`config.mk`:
```
export PLATFORM = sky130hd
export DESIGN_NAME = key_entry_ctrl
export DESIGN_NICKNAME = d
export VERILOG_FILES = /design/src/rtl/key_entry_pkg.sv /design/src/rtl/key_entry_ctrl_digit_buf.sv /design/src/rtl/key_entry_ctrl.sv
export SDC_FILE = /design/constraint.sdc
export NUM_CORES = 1
export LEC_CHECK = 0
export CAP_MARGIN = 10
export CORE_MARGIN = 4
export CORE_UTILIZATION = 53
export DETAILED_ROUTE_END_ITERATION = 8
export DONT_BUFFER_PORTS = 1
export PLACE_DENSITY = 0.73
export SYNTH_ARGS = -nofsm -noshare
export SYNTH_HDL_FRONTEND = slang
export SYNTH_SLANG_ARGS = --single-unit
export TNS_END_PERCENT = 50
```
`constraint.sdc`:
```
create_clock -name clk -period 3.45 [get_ports clk]
set_input_delay 0.69 -clock clk [delete_from_list [all_inputs] [get_ports clk]]
set_output_delay 0.69 -clock clk [all_outputs]
set_load 0.01 [all_outputs]
```
`src/rtl/key_entry_pkg.sv`:
```
// Shared key codes, FSM encoding and digit-buffer operations for the numeric key entry block.
package key_entry_pkg;

  localparam logic [4:0] KV_DIG_MIN = 5'd1;
  localparam logic [4:0] KV_DIG_MAX = 5'd10;
  localparam logic [4:0] KV_CLR     = 5'd11;
  localparam logic [4:0] KV_BKSP    = 5'd12;
  localparam logic [4:0] KV_ENT     = 5'd13;
  localparam logic [4:0] KV_ESC     = 5'd14;
  localparam logic [4:0] KV_MULT    = 5'd31;

  typedef enum logic [1:0] {
    ST_IDLE  = 2'd0,
    ST_ENTRY = 2'd1,
    ST_HOLD  = 2'd2
  } state_t;

  typedef enum logic [2:0] {
    BOP_NONE = 3'd0,
    BOP_LOAD = 3'd1,
    BOP_SHL  = 3'd2,
    BOP_SHR  = 3'd3,
    BOP_CLR  = 3'd4
  } buf_op_t;

  function automatic logic is_digit_key(input logic [4:0] kv);
    return (kv >= KV_DIG_MIN) && (kv <= KV_DIG_MAX);
  endfunction

endpackage

```
`src/rtl/key_entry_ctrl_digit_buf.sv`:
```
// NDIG-nibble BCD shift register with digit count; ops take effect on the next clk.
// Latency 1 clk; no backpressure, the op input is acted on every cycle.
import key_entry_pkg::*;

module digit_buf #(
  parameter int NDIG = 4,
  localparam int CW  = $clog2(NDIG + 1)
) (
  input  logic              clk,
  input  logic              rst,
  input  buf_op_t           op,
  input  logic [3:0]        din,
  output logic [4*NDIG-1:0] buf_dat,
  output logic [CW-1:0]     cnt
);

  always_ff @(posedge clk or negedge rst) begin
    if (!rst) begin
      buf_dat <= '0;
      cnt     <= '0;
    end else begin
      case (op)
        BOP_LOAD: begin
          buf_dat <= {{(4*NDIG-4){1'b0}}, din};
          cnt     <= CW'(1);
        end
        BOP_SHL: begin
          buf_dat <= {buf_dat[4*NDIG-5:0], din};
          cnt     <= cnt + CW'(1);
        end
        BOP_SHR: begin
          buf_dat <= {4'h0, buf_dat[4*NDIG-1:4]};
          cnt     <= cnt - CW'(1);
        end
        BOP_CLR: begin
          buf_dat <= '0;
          cnt     <= '0;
        end
        default: ;
      endcase
    end
  end

endmodule

```
`src/rtl/key_entry_ctrl.sv`:
```
// Key-scanner to BCD entry sequencer with valid/ready handoff; key effects visible 1 clk after nkpls.
// Backpressure: HOLD keeps val_valid until val_ready; optional inactivity timeout under ENTRY_TIMEOUT_EN.
import key_entry_pkg::*;

module key_entry_ctrl #(
  parameter int NDIG   = 4,
  parameter int TMO_MS = 5000
) (
  input  logic              clk,
  input  logic              rst,
  input  logic              pls1k,
  input  logic              nkpls,
  input  logic [4:0]        nkv,
  output logic [4*NDIG-1:0] disp_dig,
  output logic [NDIG-1:0]   disp_blank,
  output logic [4*NDIG-1:0] val_data,
  output logic              val_valid,
  input  logic              val_ready,
  output logic              busy,
  output logic              err_pls
);

  localparam int CW = $clog2(NDIG + 1);

  state_t          state, nxt_state;
  buf_op_t         op;
  logic [4*NDIG-1:0] buf_dat;
  logic [CW-1:0]   cnt;
  logic            key_dig;
  logic [3:0]      key_val;
  logic            key_ok;
  logic            err_nxt;
  logic            val_ld;
  logic            val_clr;
  logic            tmo_hit;

  // Digit keys 1..10 map to values 0..9; nkv never exceeds 15 in that range.
  assign key_dig = is_digit_key(nkv);
  assign key_val = nkv[3:0] - 4'd1;

  digit_buf #(.NDIG(NDIG)) u_buf (
    .clk     (clk),
    .rst     (rst),
    .op      (op),
    .din     (key_val),
    .buf_dat (buf_dat),
    .cnt     (cnt)
  );

  always_ff @(posedge clk or negedge rst) begin
    if (!rst) state <= ST_IDLE;
    else      state <= nxt_state;
  end

  always_comb begin
    nxt_state = state;
    op        = BOP_NONE;
    err_nxt   = 1'b0;
    val_ld    = 1'b0;
    val_clr   = 1'b0;
    key_ok    = 1'b0;
    case (state)
      ST_IDLE: begin
        if (nkpls) begin
          if (key_dig) begin
            op        = BOP_LOAD;
            nxt_state = ST_ENTRY;
          end else if (nkv != KV_CLR && nkv != KV_ESC && nkv != KV_BKSP) begin
            err_nxt = 1'b1;
          end
        end
      end
      ST_ENTRY: begin
        if (nkpls) begin
          if (key_dig) begin
            if (cnt < CW'(NDIG)) begin
              op     = BOP_SHL;
              key_ok = 1'b1;
            end else begin
              err_nxt = 1'b1;
            end
          end else begin
            case (nkv)
              KV_BKSP: begin
                key_ok = 1'b1;
                if (cnt != '0) op = BOP_SHR;
                if (cnt <= CW'(1)) nxt_state = ST_IDLE;
              end
              KV_CLR: begin
                op     = BOP_CLR;
                key_ok = 1'b1;
              end
              KV_ESC: begin
                op        = BOP_CLR;
                nxt_state = ST_IDLE;
              end
              KV_ENT: begin
                if (cnt == '0) begin
                  err_nxt = 1'b1;
                end else begin
                  val_ld    = 1'b1;
                  nxt_state = ST_HOLD;
                end
              end
              default: err_nxt = 1'b1;
            endcase
          end
        end else if (tmo_hit) begin
          op        = BOP_CLR;
          nxt_state = ST_IDLE;
          err_nxt   = 1'b1;
        end
      end
      ST_HOLD: begin
        err_nxt = nkpls;
        if (val_valid && val_ready) begin
          op        = BOP_CLR;
          val_clr   = 1'b1;
          nxt_state = ST_IDLE;
        end
      end
      default: nxt_state = ST_IDLE;
    endcase
  end

  always_ff @(posedge clk or negedge rst) begin
    if (!rst) begin
      err_pls   <= 1'b0;
      val_valid <= 1'b0;
      val_data  <= '0;
    end else begin
      err_pls <= err_nxt;
      if (val_ld) begin
        val_valid <= 1'b1;
        val_data  <= buf_dat;
      end else if (val_clr) begin
        val_valid <= 1'b0;
      end
    end
  end

`ifdef ENTRY_TIMEOUT_EN
  localparam int TW = $clog2(TMO_MS + 1);
  logic          pls_d;
  logic          pls_edge;
  logic [TW-1:0] tmo_cnt;

  assign pls_edge = pls1k & ~pls_d;
  assign tmo_hit  = (state == ST_ENTRY) && pls_edge && (tmo_cnt == TW'(TMO_MS - 1));

  always_ff @(posedge clk or negedge rst) begin
    if (!rst) begin
      pls_d   <= 1'b0;
      tmo_cnt <= '0;
    end else begin
      pls_d <= pls1k;
      if (state != ST_ENTRY || nxt_state != ST_ENTRY || key_ok) tmo_cnt <= '0;
      else if (pls_edge) tmo_cnt <= tmo_cnt + TW'(1);
    end
  end
`else
  logic unused_cfg;
  assign tmo_hit    = 1'b0;
  assign unused_cfg = ^{pls1k, key_ok, (TMO_MS > 0)};
`endif

  assign disp_dig = buf_dat;
  assign busy     = (state != ST_IDLE);

  always_comb begin
    disp_blank = '1;
    for (int i = 0; i < NDIG; i++) begin
      disp_blank[i] = (state == ST_IDLE) || (CW'(i) >= cnt);
    end
  end

endmodule
```
Word level (Yosys, flattened, before mapping) --
Index checks and enable logic that the tools add are counted.
Cells by class: bitwise gates (word level) 0, shift operators 0, reduce and logical (&&, ||, !) cells 17, equal/unequal tests 21, multiplexer cells 38, multipliers 0, order comparisons 8, add/subtract/negate cells 3, div/mod/pow operators 0
Operators by type and width (count):
- one-hot mux 16 bit (4 select lines) | 1
- equality test 5 x 4 -> 1 bit, second input constant | 4
- two-way mux 1 bit | 18
- two-way mux 2 bit | 9
- != test 5 x 4 -> 1 bit, second input constant | 3
- one-hot mux 2 bit (3 select lines) | 2
- one-hot mux 3 bit (4 select lines) | 1
- != test 2 bit, second input constant | 5
- two-way mux 3 bit | 3
- one-hot mux 3 bit (3 select lines) | 1
- AND reduction 8 bit | 1
- equality test 3 x 2 -> 1 bit, second input constant | 2
- greater-or-equal comparator 1 x 3 -> 1 bit, first input constant | 2
- greater-or-equal comparator 2 x 3 -> 1 bit, first input constant | 2
- != test 3 bit, second input constant | 2
- one-hot mux 3 bit (2 select lines) | 1
- greater-or-equal comparator 5 x 1 -> 1 bit, second input constant | 1
- less-or-equal comparator 5 x 4 -> 1 bit, second input constant | 1
- logical AND 1 bit | 4
- logical OR 1 bit | 4
- != test 4 x 1 -> 1 bit, second input constant | 1
- nonzero test 2 bit | 2
- nonzero test 4 bit | 1
- subtractor 4 x 1 -> 4 bit, second input constant | 1
- 15 further kinds | 15
Word-level totals: RAM bits 0, output and inout bits 39, input bits 10, memory bits (read-only) 0, bits in latches 0, flip-flop bits (word level) 39, word-level logic and storage cells 93, memories kept 0

Logic depth before layout (Yosys ltp) --
Gate-level depths: netlist of run 1.
depth in word-level cells 8, gate-level depth with buffers 11, mapped depth without buffers 9

Modules after synthesis --
From an unflattened synthesis of run 1, not the netlist that was laid out.
Unflattened totals: cells, all modules 182, area, all modules 2093.3 um^2
By module, submodules not included:
- key_entry_ctrl | area each 1106.1 um^2, seq. area each 500.5 um^2, instances 1, cells an instance 98
- digit_buf | area each 987.2 um^2, seq. area each 475.5 um^2, instances 1, cells an instance 84

Least setup slack after synthesis of run 1 --
Ideal clock, no wire load.
path kind input to register, from input port nkv[0], to register u_buf.buf_dat[3], arrival 2.291 ns, library setup time 0.126 ns, stages 10, setup slack 1.033 ns, required time 3.324 ns, buffers on the path 1, cell sequence inv_1 > ha_1 > nor2b_1 > o21ai_1 > o31ai_4 > o21ai_4 > o21ai_1 > o21a_1 > buf_6 > a221o_1
Between the ends: word-level cells in the longest chain between the ends 8, elaborated cells between the ends (all ways) 20, those cells by class add/sub (1); order compare (2); eq/ne (7); mux (7); reduce/logical (3)
Ends and longest elaborated chain:
- start, declared | RTL line key_entry_ctrl.sv:13 | input logic [4:0] nkv,
- equality test 5 x 4 -> 1 bit | RTL line key_entry_ctrl.sv:83 | case (nkv)
- OR reduction 2 bit (no source line)
- one-hot mux 3 bit (2 select lines) | RTL line key_entry_ctrl.sv:83
- two-way mux 3 bit | RTL line key_entry_ctrl.sv:75 | if (key_dig) begin
- two-way mux 3 bit | RTL line key_entry_ctrl.sv:74 | if (nkpls) begin
- one-hot mux 3 bit (3 select lines) | RTL line key_entry_ctrl.sv:62 | case (state)
- equality test 3 bit (tied with other cells) | RTL line key_entry_ctrl_digit_buf.sv:22 | case (op)
- one-hot mux 16 bit (4 select lines) / nonzero test 4 bit (equally long branches)
- end signal, assigned | RTL line key_entry_ctrl_digit_buf.sv:24 | buf_dat <= {{(4*NDIG-4){1'b0}}, din};
- end signal, assigned | RTL line key_entry_ctrl_digit_buf.sv:28 | buf_dat <= {buf_dat[4*NDIG-5:0], din};
- end signal, assigned | RTL line key_entry_ctrl_digit_buf.sv:32 | buf_dat <= {4'h0, buf_dat[4*NDIG-1:4]};
- end, declared | RTL line key_entry_ctrl_digit_buf.sv:13 | output logic [4*NDIG-1:0] buf_dat,
Several ways; a longest one is shown, not always the timed one. A chain may end at the register's enable or synchronous reset.

Final worst setup path of run 1 --
from register u_buf.cnt[0], to register u_buf.buf_dat[3]
Between the ends: word-level cells in the longest chain between the ends 8, elaborated cells between the ends (all ways) 14, those cells by class order compare (1); eq/ne (4); mux (7); reduce/logical (2)
Ends and longest elaborated chain:
- start, declared | RTL line key_entry_ctrl_digit_buf.sv:14 | output logic [CW-1:0] cnt
- start signal, assigned | RTL line key_entry_ctrl_digit_buf.sv:29 | cnt <= cnt + CW'(1);
- start signal, assigned | RTL line key_entry_ctrl_digit_buf.sv:33 | cnt <= cnt - CW'(1);
- nonzero test 3 bit | RTL line key_entry_ctrl.sv:86 | if (cnt != '0) op = BOP_SHR;
- two-way mux 2 bit | RTL line key_entry_ctrl.sv:86
- one-hot mux 3 bit (2 select lines) | RTL line key_entry_ctrl.sv:83
- two-way mux 3 bit * | RTL line key_entry_ctrl.sv:75
- two-way mux 3 bit * | RTL line key_entry_ctrl.sv:74
- one-hot mux 3 bit (3 select lines) * | RTL line key_entry_ctrl.sv:62
- equality test 3 bit (tied with other cells) | RTL line key_entry_ctrl_digit_buf.sv:22
- one-hot mux 16 bit (4 select lines) / nonzero test 4 bit (equally long branches)
Every way passes the cells marked *; elsewhere a longest branch is shown, timed or not.

==> flow_summary.ini, run 1 <==
[outcome]
status = completed

[logic_synthesis]
synth_area_leaders = dfrtp_1, mux2_2, ha_1
synth-seq-cells = 39
syn_avg_cell_area_um2 = 11.7
synth_top_area_share_pct = 45.9
synth_edf_count = 0
syn-instance-count = 181
syn_area_um2 = 2130
ys_types = 50
async_flop_share_pct = 100
synth_top_area_cell = dfrtp_1
ys_seq_area_share_pct = 45.9
yosys_most_used_dff = dfrtp_1
synth_nets = 201
ys_warn_count = 0

[sta]
finalMaxSlewViolations = 0
min_period_ns = 2.68
slew_headroom_pct = 52.6
finalSetupViolCount = 0
worstMarginPinSlew_ns = 0.709
hold_violations = 0
timing.final.crit_share_pct = 77.8
setup_tns_ns = 0
rsz0062_at_grt = no
max_freq_mhz = 373
skew_ns = 0.00482

[route]
drt_iter0_markers = 59
drc = 0
dr_total_vias = 1389
wl_mm = 4.08
post_drt_wl_per_cell_um = 17.6
ant_nets = 0
via_per_inst = 5.99
drtPass1Iterations = 4

[clock_tree]
cts_hold_buf = 0
clk_latency_ns = 0.29
tritoncts = built
clock-root-buffer = clkbuf_8
cts-buffers-inserted = 5
clk_pin_slew_ns = 0.07
cts_max_level = 2
cts_resized = 0
cts.sinks = 39
clock_path_buffers = 2
postCtsSetupBuffers = 0

[worst_setup_path]
path_max_fanout = 17
slowest_stage = o21a_1
critPathArrivalTime_ns = 2.86
crit_path_end_kind = register
cp.buffers_inverters = 2
max_stage_delay_ns = 0.43
path_delay_family = compound AO/OA/AOI/OAI gates
crit_type = register to register
cp_cell_sequence = inv_1, ha_1, nor2b_1, nand3b_4, or2_4, o21ai_4, buf_4, o21a_1, a221o_1
required_ns = 3.63
worstSetupStartpointType = register

[die]
core_area_um2 = 3770
fp.dieH_um = 71.3
start_util_pct = 56.4
die_area_um2 = 5090
ioPinCount = 49
die-width_um = 71.3
rows = 22

[cells_and_area]
n_fill_cell = 314
area_delta_synth_final_pct = 5.06
diodes = 0
num-nets-final = 203
final_cell_mix = dfrtp_1, mux2_2, mux2i_1
postLayoutCellArea_um2 = 2230
layout-drive-gt1-share_pct = 19.0
layout_commonest_cell = dfrtp_1
instances_no_fill = 232

[placement]
io_buffers = 0
gp_routability_congestion = 0.875
hpwlAfterDp_mm = 3.00
dpl-instance-area_um2 = 2150
dp_cells = 224

[grt]
gr-total-overflow = 0
grt_max_degree = 40
antenna_found_initial = 0
grt_usage_pct = 17.0
grt_pass1_wl_mm = 6.90
grt_pass1_vias = 1408

[hold_path]
min_path_type = input pin to asynchronous set/reset pin

[pwr]
leakagePower_nw = 1.03
p_per_area_nw_per_um2 = 702
ir_worst_vdd_mv = 0.312

[job]
drv_cap = 0
-- metal layers --
metal / global-route usage (%) / routed length (µm)
met1: 21.6 / 1770
met2: 27.0 / 1950
met3: 6.45 / 312
met4: 5.01 / 50
met5: 0 / 0
-- per-stage QoR --
stage / utilization (%) / total power [mW] / worst slack, ns / hold slack [ns]
finish: 59.2 / 1.57 / 0.767 / 0.0829
global route: 59.2 / 1.68 / 0.633 / 0.0665
CTS: 59.2 / 1.59 / 0.772 / 0.0763
detailed placement: 57.1 / 1.29 / 0.646 / 0.395
global placement: 57.1 / 1.27 / 0.693 / 0.396
floorplan: - / 1.18 / 1.03 / 0.394
-- worst register-to-register path: stages (launching register included) --
cell and delay (ns):
dfrtp_1 0.41, inv_1 0.17, ha_1 0.21, nor2b_1 0.27, nand3b_4 0.22, or2_4 0.15
o21ai_4 0.06, buf_4 0.21, o21a_1 0.43, a221o_1 0.43
-- logic make-up after synthesis --
group | Yosys count | synth area share [%]
buffers and inverters | 16 | 3.88
xor gates and xnor gates | 4 | 1.65
DFF | 39 | 45.9
AOI/OAI and AO/OA | 46 | 18.2
adders and majority gates | 10 | 5.89
and+or+nand+nor | 38 | 10.4
muxes | 28 | 14.1
-- path summary, 6_finish.rpt --
check | start | endpoint | slack (ns) | depth (start not counted)
max in group asynchronous | rst | val_data[6]$_DFFE_PN0P_ | 3.27 | 0
worst min register to register | state[1]$_DFFE_PN0P_ | state[0]$_DFFE_PN0P_ | 0.53 | 1
worst min-delay path | rst | state[0]$_DFFE_PN0P_ | 0.08 | 0
worst max-delay path | u_buf.cnt[0]$_DFFE_PN0P_ | u_buf.buf_dat[3]$_DFFE_PN0P_ | 0.77 | 9
min in group clk | nkpls | err_pls$_DFF_PN0_ | 0.52 | 1
worst max register to register | u_buf.cnt[0]$_DFFE_PN0P_ | u_buf.buf_dat[3]$_DFFE_PN0P_ | 0.77 | 9
-- synthesized netlist by cell type, types with 2 or more instances --
| library cell | instances |
|---|---|
| o21ai_1 | 2 |
| a22o_1 | 4 |
| dfrtp_1 | 39 |
| xnor2_1 | 2 |
| a2bb2oi_1 | 3 |
| o21a_1 | 2 |
| nor2b_1 | 4 |
| nor3_1 | 3 |
| a211oi_1 | 2 |
| xor2_1 | 2 |
| nand2_1 | 9 |
| o21ai_0 | 5 |
| nor2_1 | 10 |
| ha_1 | 10 |
| o2bb2ai_1 | 9 |
| a21oi_1 | 4 |
| mux2i_1 | 12 |
| inv_1 | 9 |
| mux2_2 | 16 |
| buf_6 | 2 |
| buf_2 | 3 |
-- power breakdown --
| part | internal, mW | switching (mW) | total [mW] |
|---|---|---|---|
| clock | 0.142 | 0.154 | 0.296 |
| sequential | 0.621 | 0.258 | 0.880 |
| combinational | 0.203 | 0.190 | 0.393 |
-- registers in the layout, indices dropped and copies added (netlist names) --
name,count
u_buf.cnt,3
val_data,16
err_pls,1
state,2
u_buf.buf_dat,16
val_valid,1
-- cell type report --
class                           instances  area, µm²  share of cell area, %
Multi-Input combinational cell        126       1070                   47.8
Sequential cell                        39        976                   43.7
Clock buffer                            7       76.3                   3.42
Tap cell                               48       60.1                   2.69
Inverter                                9       33.8                   1.51
Timing Repair Buffer                    2       15.0                  0.672
Clock inverter                          1       5.00                  0.224
(Power assumes the default switching activity.)
==> run 2: changes to the inputs <==
- clock period: 3.45 -> 2.77 ns (I/O delays scaled with it)
==> run 2 against run 1 <==
Global-route usage grew 1.0 points. Die area is the same. Via count rose by 5.5%. Design area grew 3.2%. First-iteration DRC count rose by 34%. Clock power is 24% higher. Cell count is 1.7% higher. Critical path type unchanged. Highest routed layer unchanged.
==> flow_summary.ini, run 2 (synthesis results as in run 1) <==
[cells_and_area]
biggestRegsByFlops = u_buf.buf_dat (16), val_data (16), u_buf.cnt (3)
multiInputGateArea_um2 = 1070
layout-drive-gt1-share_pct = 21.3
final_cell_mix = dfrtp_1, mux2_2, mux2i_1
n_fill_cell = 302
layout_commonest_cell = dfrtp_1
num-nets-final = 207
area_delta_synth_final_pct = 8.42
diodes = 0
postLayoutCellArea_um2 = 2300
utilization_pct = 61.1
ff_latch_area_um2 = 976

[route]
ant_nets = 0
via_per_inst = 6.21
wl_mm = 4.36
dr_total_vias = 1465
post_drt_wl_per_cell_um = 18.5
drtPass1Iterations = 4
drt_iter0_markers = 79
drc = 0

[die]
die-width_um = 71.3
ioPinCount = 49
die_area_um2 = 5090
start_util_pct = 56.4
core_area_um2 = 3770
rows = 22
fp.dieH_um = 71.3

[pwr]
ir_worst_vdd_mv = 0.426
p_per_area_nw_per_um2 = 867
leakagePower_nw = 1.06

[hold_path]
min_path_type = input pin to asynchronous set/reset pin

[sta]
min_period_ns = 2.52
hold_violations = 0
worstMarginPinSlew_ns = 0.486
slew_headroom_pct = 67.4
rsz0062_at_grt = no
setup_tns_ns = 0
timing.final.crit_share_pct = 90.8
finalMaxSlewViolations = 0
finalSetupViolCount = 0
max_freq_mhz = 398
finalHoldWorstSlack_ns = 0.0880
skew_ns = 0.00306
setup_ws_ns = 0.255

[worst_setup_path]
crit_path_end_kind = register
worstSetupStartpointType = register
path_max_fanout = 13
critPathArrivalTime_ns = 2.73
cp_cell_sequence = inv_1, ha_1, nor2b_1, nand3b_4, or2_4, o21ai_4, o21ai_1, o21a_1, buf_12, mux2i_1
max_stage_delay_ns = 0.41
required_ns = 2.99
slowest_stage = dfrtp_1
crit_type = register to register

[placement]
dpl-instance-area_um2 = 2200
gp_routability_congestion = 0.878
pre_cts_ws_ns = 0.294
io_buffers = 0
hpwlAfterDp_mm = 3.29

[clock_tree]
postCtsSetupBuffers = 0
clock_path_buffers = 2
clk_pin_slew_ns = 0.07
cts-buffers-inserted = 5
clk_latency_ns = 0.29
cts_resized = 0
tritoncts = built
cts.sinks = 39
cts_max_level = 2
clock-root-buffer = clkbuf_8
cts_hold_buf = 1

[grt]
gr-total-overflow = 0
antenna_found_initial = 0
grt_pass1_vias = 1484
grt_usage_pct = 18.1
grt_max_degree = 40
grt_pass1_wl_mm = 7.29

[outcome]
status = completed

[job]
drv_cap = 0
==> run 2: cell count changes in the layout (fill, tap and decap cells not counted) <==
cell	before	now
buf_12	0	3
clkbuf_1	2	1
buf_4	2	3
clkinvlp_4	0	1
==> run 2: path summary, 6_finish.rpt <==
path / startpoint / endpoint / slack (ns) / depth (start not counted)
worst max-delay path: u_buf.cnt[0]$_DFFE_PN0P_ / u_buf.buf_dat[2]$_DFFE_PN0P_ / 0.25 / 10
worst min-delay path: rst / val_valid$_DFFE_PN0P_ / 0.09 / 1
worst max register to register: u_buf.cnt[0]$_DFFE_PN0P_ / u_buf.buf_dat[2]$_DFFE_PN0P_ / 0.25 / 10
worst min register to register: state[1]$_DFFE_PN0P_ / state[0]$_DFFE_PN0P_ / 0.53 / 1
max in group asynchronous: rst / val_data[6]$_DFFE_PN0P_ / 2.49 / 1
min in group clk: nkpls / err_pls$_DFF_PN0_ / 0.38 / 1
==> run 2: cell type report <==
class	count	share of cell area [%]
well taps	48	2.61
clock buffers	6	3.15
multi-input cells	126	46.3
flip-flops and latches	39	42.3
clock inverters	2	0.543
repair buffers	6	3.58
inverters	9	1.47
==> run 2: routing by layer <==
layer  wire length (µm)  track usage, %
met1               1760            22.0
met2               2170            30.1
met3                356            5.89
met4                 70            6.05
met5                  0               0
==> run 2: where the power goes <==
part / switching [mW] / leakage, nW / total [mW] / internal, mW
combinational: 0.259 / 0.512 / 0.527 / 0.268
clock: 0.193 / 0.0412 / 0.368 / 0.176
sequential: 0.329 / 0.507 / 1.10 / 0.773
total: 0.780 / 1.06 / 2.00 / 1.22
==> run 2: critical path, delay by kind of cell, from the launching register on <==
family	cells	cell delay, ns
flops	1	0.41
buf+inv	2	0.36
fa+ha+maj	1	0.22
mux	1	0.17
compound gates	3	0.60
simple gates	3	0.68
==> run 2: through the flow <==
step	cells	total power, mW
5_1_grt	236	2.14
2_1_floorplan	181	1.47
6_report	236	2.00
4_1_cts	236	2.03
3_3_place_gp	227	1.60
3_5_place_dp	227	1.64
==> run 3: changes to the inputs <==
- CAP_MARGIN: 10 -> 20
- CORE_MARGIN: 4 -> default
==> run 3 against run 2 <==
Clock skew is 0.0011 ns higher. Die area is 16% lower. Power rose by 0.58%. Maximum frequency grew 4.2%. Sequential share of layout area is the same. Utilization rose by 0.45 points. Largest cell class unchanged. Largest power group unchanged.
==> flow_summary.ini, run 3 (synthesis results as in run 1) <==
[outcome]
status = completed

[sta]
max_freq_mhz = 414
skew_ns = 0.00415
setup_ws_ns = 0.356
slew_headroom_pct = 69.6
rsz0062_at_grt = no
hold_violations = 0
timing.final.crit_share_pct = 87.1
worstMarginPinSlew_ns = 0.451
min_period_ns = 2.41
setup_tns_ns = 0
finalSetupViolCount = 0
finalMaxSlewViolations = 0

[clock_tree]
clk_latency_ns = 0.29
tritoncts = built
clock_path_buffers = 2
clock-root-buffer = clkbuf_8
cts.sinks = 39
clk_pin_slew_ns = 0.08
cts_max_level = 2
cts-buffers-inserted = 5
postCtsSetupBuffers = 0

[grt]
grt_busiest_layer = met2
grt_pass1_vias = 1483
grt_usage_pct = 22.7
use_met2_pct = 36.0
gr-total-overflow = 0
grt_max_degree = 40
met3_usage_pct = 7.12
gr-usage-met1_pct = 28.7
antenna_found_initial = 0
grt_pass1_wl_mm = 7.16

[route]
post_drt_wl_per_cell_um = 17.8
drtPass1Iterations = 4
ant_nets = 0
wl_mm = 4.23
drt_iter0_markers = 69
dr_total_vias = 1444
drc = 0
via_per_inst = 6.07

[placement]
gp_routability_congestion = 0.825
pre_cts_ws_ns = 0.346
io_buffers = 0
hpwlAfterDp_mm = 3.05
dpl-instance-area_um2 = 2190

[pwr]
leakagePower_nw = 1.07
ir_worst_vdd_mv = 0.415
p_per_area_nw_per_um2 = 872

[worst_setup_path]
max_stage_delay_ns = 0.41
slowest_stage = dfrtp_1
worstSetupStartpointType = register
cp_cell_sequence = inv_1, ha_1, nor2b_1, nand3b_4, or2_4, o21ai_4, o21ai_1, o21a_1, buf_4, mux2i_1
critPathArrivalTime_ns = 2.63
rr_worst_depth = 10
rrSetupSlack_ns = 0.36
required_ns = 2.99
crit_path_start = u_buf.cnt[0]$_DFFE_PN0P_
crit_type = register to register
crit_path_end_kind = register
path_max_fanout = 15
timing.rr.start = u_buf.cnt[0]$_DFFE_PN0P_

[cells_and_area]
diodes = 0
area_delta_synth_final_pct = 8.42
layout-drive-gt1-share_pct = 22.1
n_fill_cell = 328
final_cell_mix = dfrtp_1, mux2_2, mux2i_1
utilization_pct = 61.6
layout_commonest_cell = dfrtp_1
num-nets-final = 209
postLayoutCellArea_um2 = 2300
biggestRegsByFlops = u_buf.buf_dat (16), val_data (16), u_buf.cnt (3)

[die]
die-width_um = 65.3
ioPinCount = 49
start_util_pct = 56.8
core_area_um2 = 3740
rows = 22
die_area_um2 = 4270
fp.dieH_um = 65.3

[job]
drv_cap = 0

[hold_path]
min_path_type = input pin to asynchronous set/reset pin
[run 3: changes by cell type in the layout (fill, tap and decap cells not counted), sizes merged]
cell      previous run  this run
clkinvlp             1         0
buf                  6         8
clkbuf               6         7
[run 3: report_power, final]
group / internal [mW] / switching [mW] / total, mW
combinational: 0.262 / 0.254 / 0.516
sequential: 0.773 / 0.319 / 1.09
clock: 0.204 / 0.197 / 0.401
total: 1.24 / 0.770 / 2.01
[run 3: per-layer routing]
metal	part of all wire [%]	vias up
li1	-	680
met1	45	715
met2	48	43
met3	5.2	6
met4	1.6	0
met5	0	-
[run 3: worst paths after layout]
| kind | to |
|---|---|
| hold / removal | val_valid$_DFFE_PN0P_ |
| hold reg to reg | state[0]$_DFFE_PN0P_ |
| min in group clk | err_pls$_DFF_PN0_ |
| setup / recovery | u_buf.buf_dat[2]$_DFFE_PN0P_ |
| setup reg to reg | u_buf.buf_dat[2]$_DFFE_PN0P_ |
| max in group asynchronous | val_data[8]$_DFFE_PN0P_ |
[run 3: critical path, delay by kind of cell (launching register included)]
family	cells	cell delay, ns
mux	1	0.21
compound gates	3	0.43
flops	1	0.41
simple gates	3	0.68
fa+ha+maj	1	0.20
buf+inv	2	0.40
[run 3: layout make-up]
cell class | count | area, µm² | area share (%)
clock buffers | 7 | 86.3 | 3.75
clock inverters | 1 | 8.76 | 0.380
inverters | 9 | 33.8 | 1.47
multi-input cells | 126 | 1070 | 46.3
flip-flops and latches | 39 | 976 | 42.3
well taps | 48 | 60.1 | 2.61
repair buffers | 8 | 72.6 | 3.15
[run 3: through the flow]
stage               power, mW  std cells  hold slack (ns)
floorplan                1.47        181            0.258
global placement         1.59        229            0.259
detailed placement       1.61        229            0.259
CTS                      2.04        238           0.0936
global route             2.15        238           0.0959
finish                   2.01        238           0.0880
[run 3: timing repair]
item,4_1_cts,5_1_grt
hold buffers,1,0
resized for setup,0,0
endpoints found under the hold margin,39,0
==> patch, RTL diff (config.mk and constraints of run 3) <==
The option `ENTRY_TIMEOUT_EN` is turned on by a define.
--- a/src/rtl/key_entry_ctrl.sv
+++ b/src/rtl/key_entry_ctrl.sv
@@ -1,5 +1,7 @@
 // Key-scanner to BCD entry sequencer with valid/ready handoff; key effects visible 1 clk after nkpls.
 // Backpressure: HOLD keeps val_valid until val_ready; optional inactivity timeout under ENTRY_TIMEOUT_EN.
+`define ENTRY_TIMEOUT_EN
+
 import key_entry_pkg::*;
 
 module key_entry_ctrl #(
Formal check against the unedited RTL: same outputs for any inputs over 4 cycles, from zero or initial values and one cycle with rst low; that may be too few to reach the edited logic, so the function may still have changed.
==> patch against run 3 <==
  * Setup slack got worse by 76 ps
  * Area after synthesis rose by 32%
  * Clock skew fell by 0.56 ps
  * Routed wire length rose by 44%
  * Sequential cell count rose by 14
  * Sequential power fell by 9%
  * Sequential share of layout area rose by 1.6 points
  * Via count rose by 43%
  * Critical endpoint is now tmo_cnt[6]
  * Power fell by 3.0%
  * Design area rose by 31%
==> patch: results (changes against run 3) <==
Layout
  – Leading registers by flop count: u_buf.buf_dat: 16 flops, val_data: 16 flops, tmo_cnt: 13 flops
  – Final #Nets: 292 (+40%)
  – Layout fillers: 459 (+40%)
  – Layout cells sized above 1: 13.6% (-8.5 points)
  – Antenna diode count: 0 (unchanged)
  – Final cell count without fillers: 342 (+44%)

STA
  – Final TNS setup: 0 ps (unchanged)
  – Hold Slack: 96.4 ps (+8.42 ps)
  – Worst Max-Slew Pin Slew: 541 ps (+89.1 ps)
  – F_max: 402 MHz (-3.1%)
  – Clock skew: 3.59 ps (-0.564 ps)

Route
  – Metal3 WL: 297 um (+34%)
  – Vias per cell: 6.03 (-0.63%)
  – Top Layer Used: met4
  – Met1 wire length: 2.73 mm (+44%)
  – Final WL: 6.09 mm (+44%)
  – WL met2: 2.95 mm (+44%)
  – 1st-iter DRT viols: 184 (+170%)

Worst setup path
  – Reg2Reg Setup Slack: 280 ps (-80 ps)
  – CP endpoint: tmo_cnt[6]
  – Startpoint class of the critical path: flop
  – WP data arrival: 2680 ps (+50 ps)
  – Reg2reg path depth: 9 (-1)
  – Crit-path max FO: 13 (-2)

Place
  – Placed insts: 333 (+45%)
  – Dpl ws: 22.5 ps (-324 ps)
  – GPL Wtd Cong: 0.863 (+4.6%)
  – Post-DP HPWL: 4.36 mm (+43%)
  – # port buffers: 0 (unchanged)
  – Cell Area, Placed: 2910 um2 (+33%)

GRT
  – GRT met2 Usage: 37.9% (+2.0 points)
  – Met3 global-route usage: 4.69% (-2.4 points)
  – Global-route wire length before repair: 9.69 mm (+35%)
  – Number of global-route vias before repair: 1937 (+31%)
  – Gr usage total: 23.4% (+0.71 points)
  – Met1 usage: 31.3% (+2.6 points)
  – Largest net degree at the start of global routing: 54 (+35%)

Clock tree
  – H-tree lvl count: 2 (unchanged)
  – Clock transition at the registers of the reported paths: 90 ps
  – Clock root buffer: clkbuf_8
  – Maximum clock insertion buffer count: 2 (unchanged)
  – Worst-Skew Late Latency: 300 ps
  – Hold-fix buffers at CTS: 1 (unchanged)

Logic synthesis
  – Synth area leaders: dfrtp_1 47%, mux2_2 6.4%, ha_1 4.9%
  – Avg Inst Size Synth: 10.6 um2 (-9.6%)
  – Top cells by count, synth: 53 x dfrtp_1, 22 x nor2_1, 16 x mux2_2
  – Post-synthesis cell type count: 49 (-2.0%)
  – Sequential element share of the synthesized area: 47.3% (+1.4 points)
  – Post-synth ARST share: 100% (unchanged)

Pwr
  – Internal: 0.00124 W (about the same)
  – Power per cell area: 645 nW/um2 (-26%)
  – Clock power share: 21.7% (+1.8 points)
  – Power in combinational cells: 0.000530 W (+3%)
  – Static Leak: 1.35 nW (+27%)
  – Largest vdd supply drop: 0.395 mV (-4.9%)

Status
  – Status: completed
## patch: cells by family (layout without fill, tap and decap cells)
logic type | count (synthesis) | in the layout | share of synthesized area [%]
flip-flops | 53 | 53 | 47.3
adder cells (fa/ha/maj) | 11 | 11 | 4.91
AO/OA/AOI/OAI | 60 | 60 | 15.4
XOR/XNOR | 16 | 16 | 5.53
AND/OR/NAND/NOR | 80 | 80 | 14.8
buffers and inverters | 22 | 30 | 3.30
multiplexers | 22 | 22 | 8.75
## patch: layout make-up
type                       count  area (um2)  area share [%]
multi-input combinational    189        1390            45.9
sequential                    53        1330            43.9
timing repair buffer           9        87.6            2.90
tap                           70        87.6            2.90
clock buffer                   7        76.3            2.53
inverter                      13        48.8            1.62
clock inverter                 1        7.51           0.249
## patch: critical path: stages, from the launching register on
cell	delay [ps]
dfrtp_1	450
inv_1	160
ha_1	250
nor2b_1	160
a2111oi_0	470
a21oi_1	200
o311a_1	160
o21ai_0	220
buf_4	240
nor2_1	70
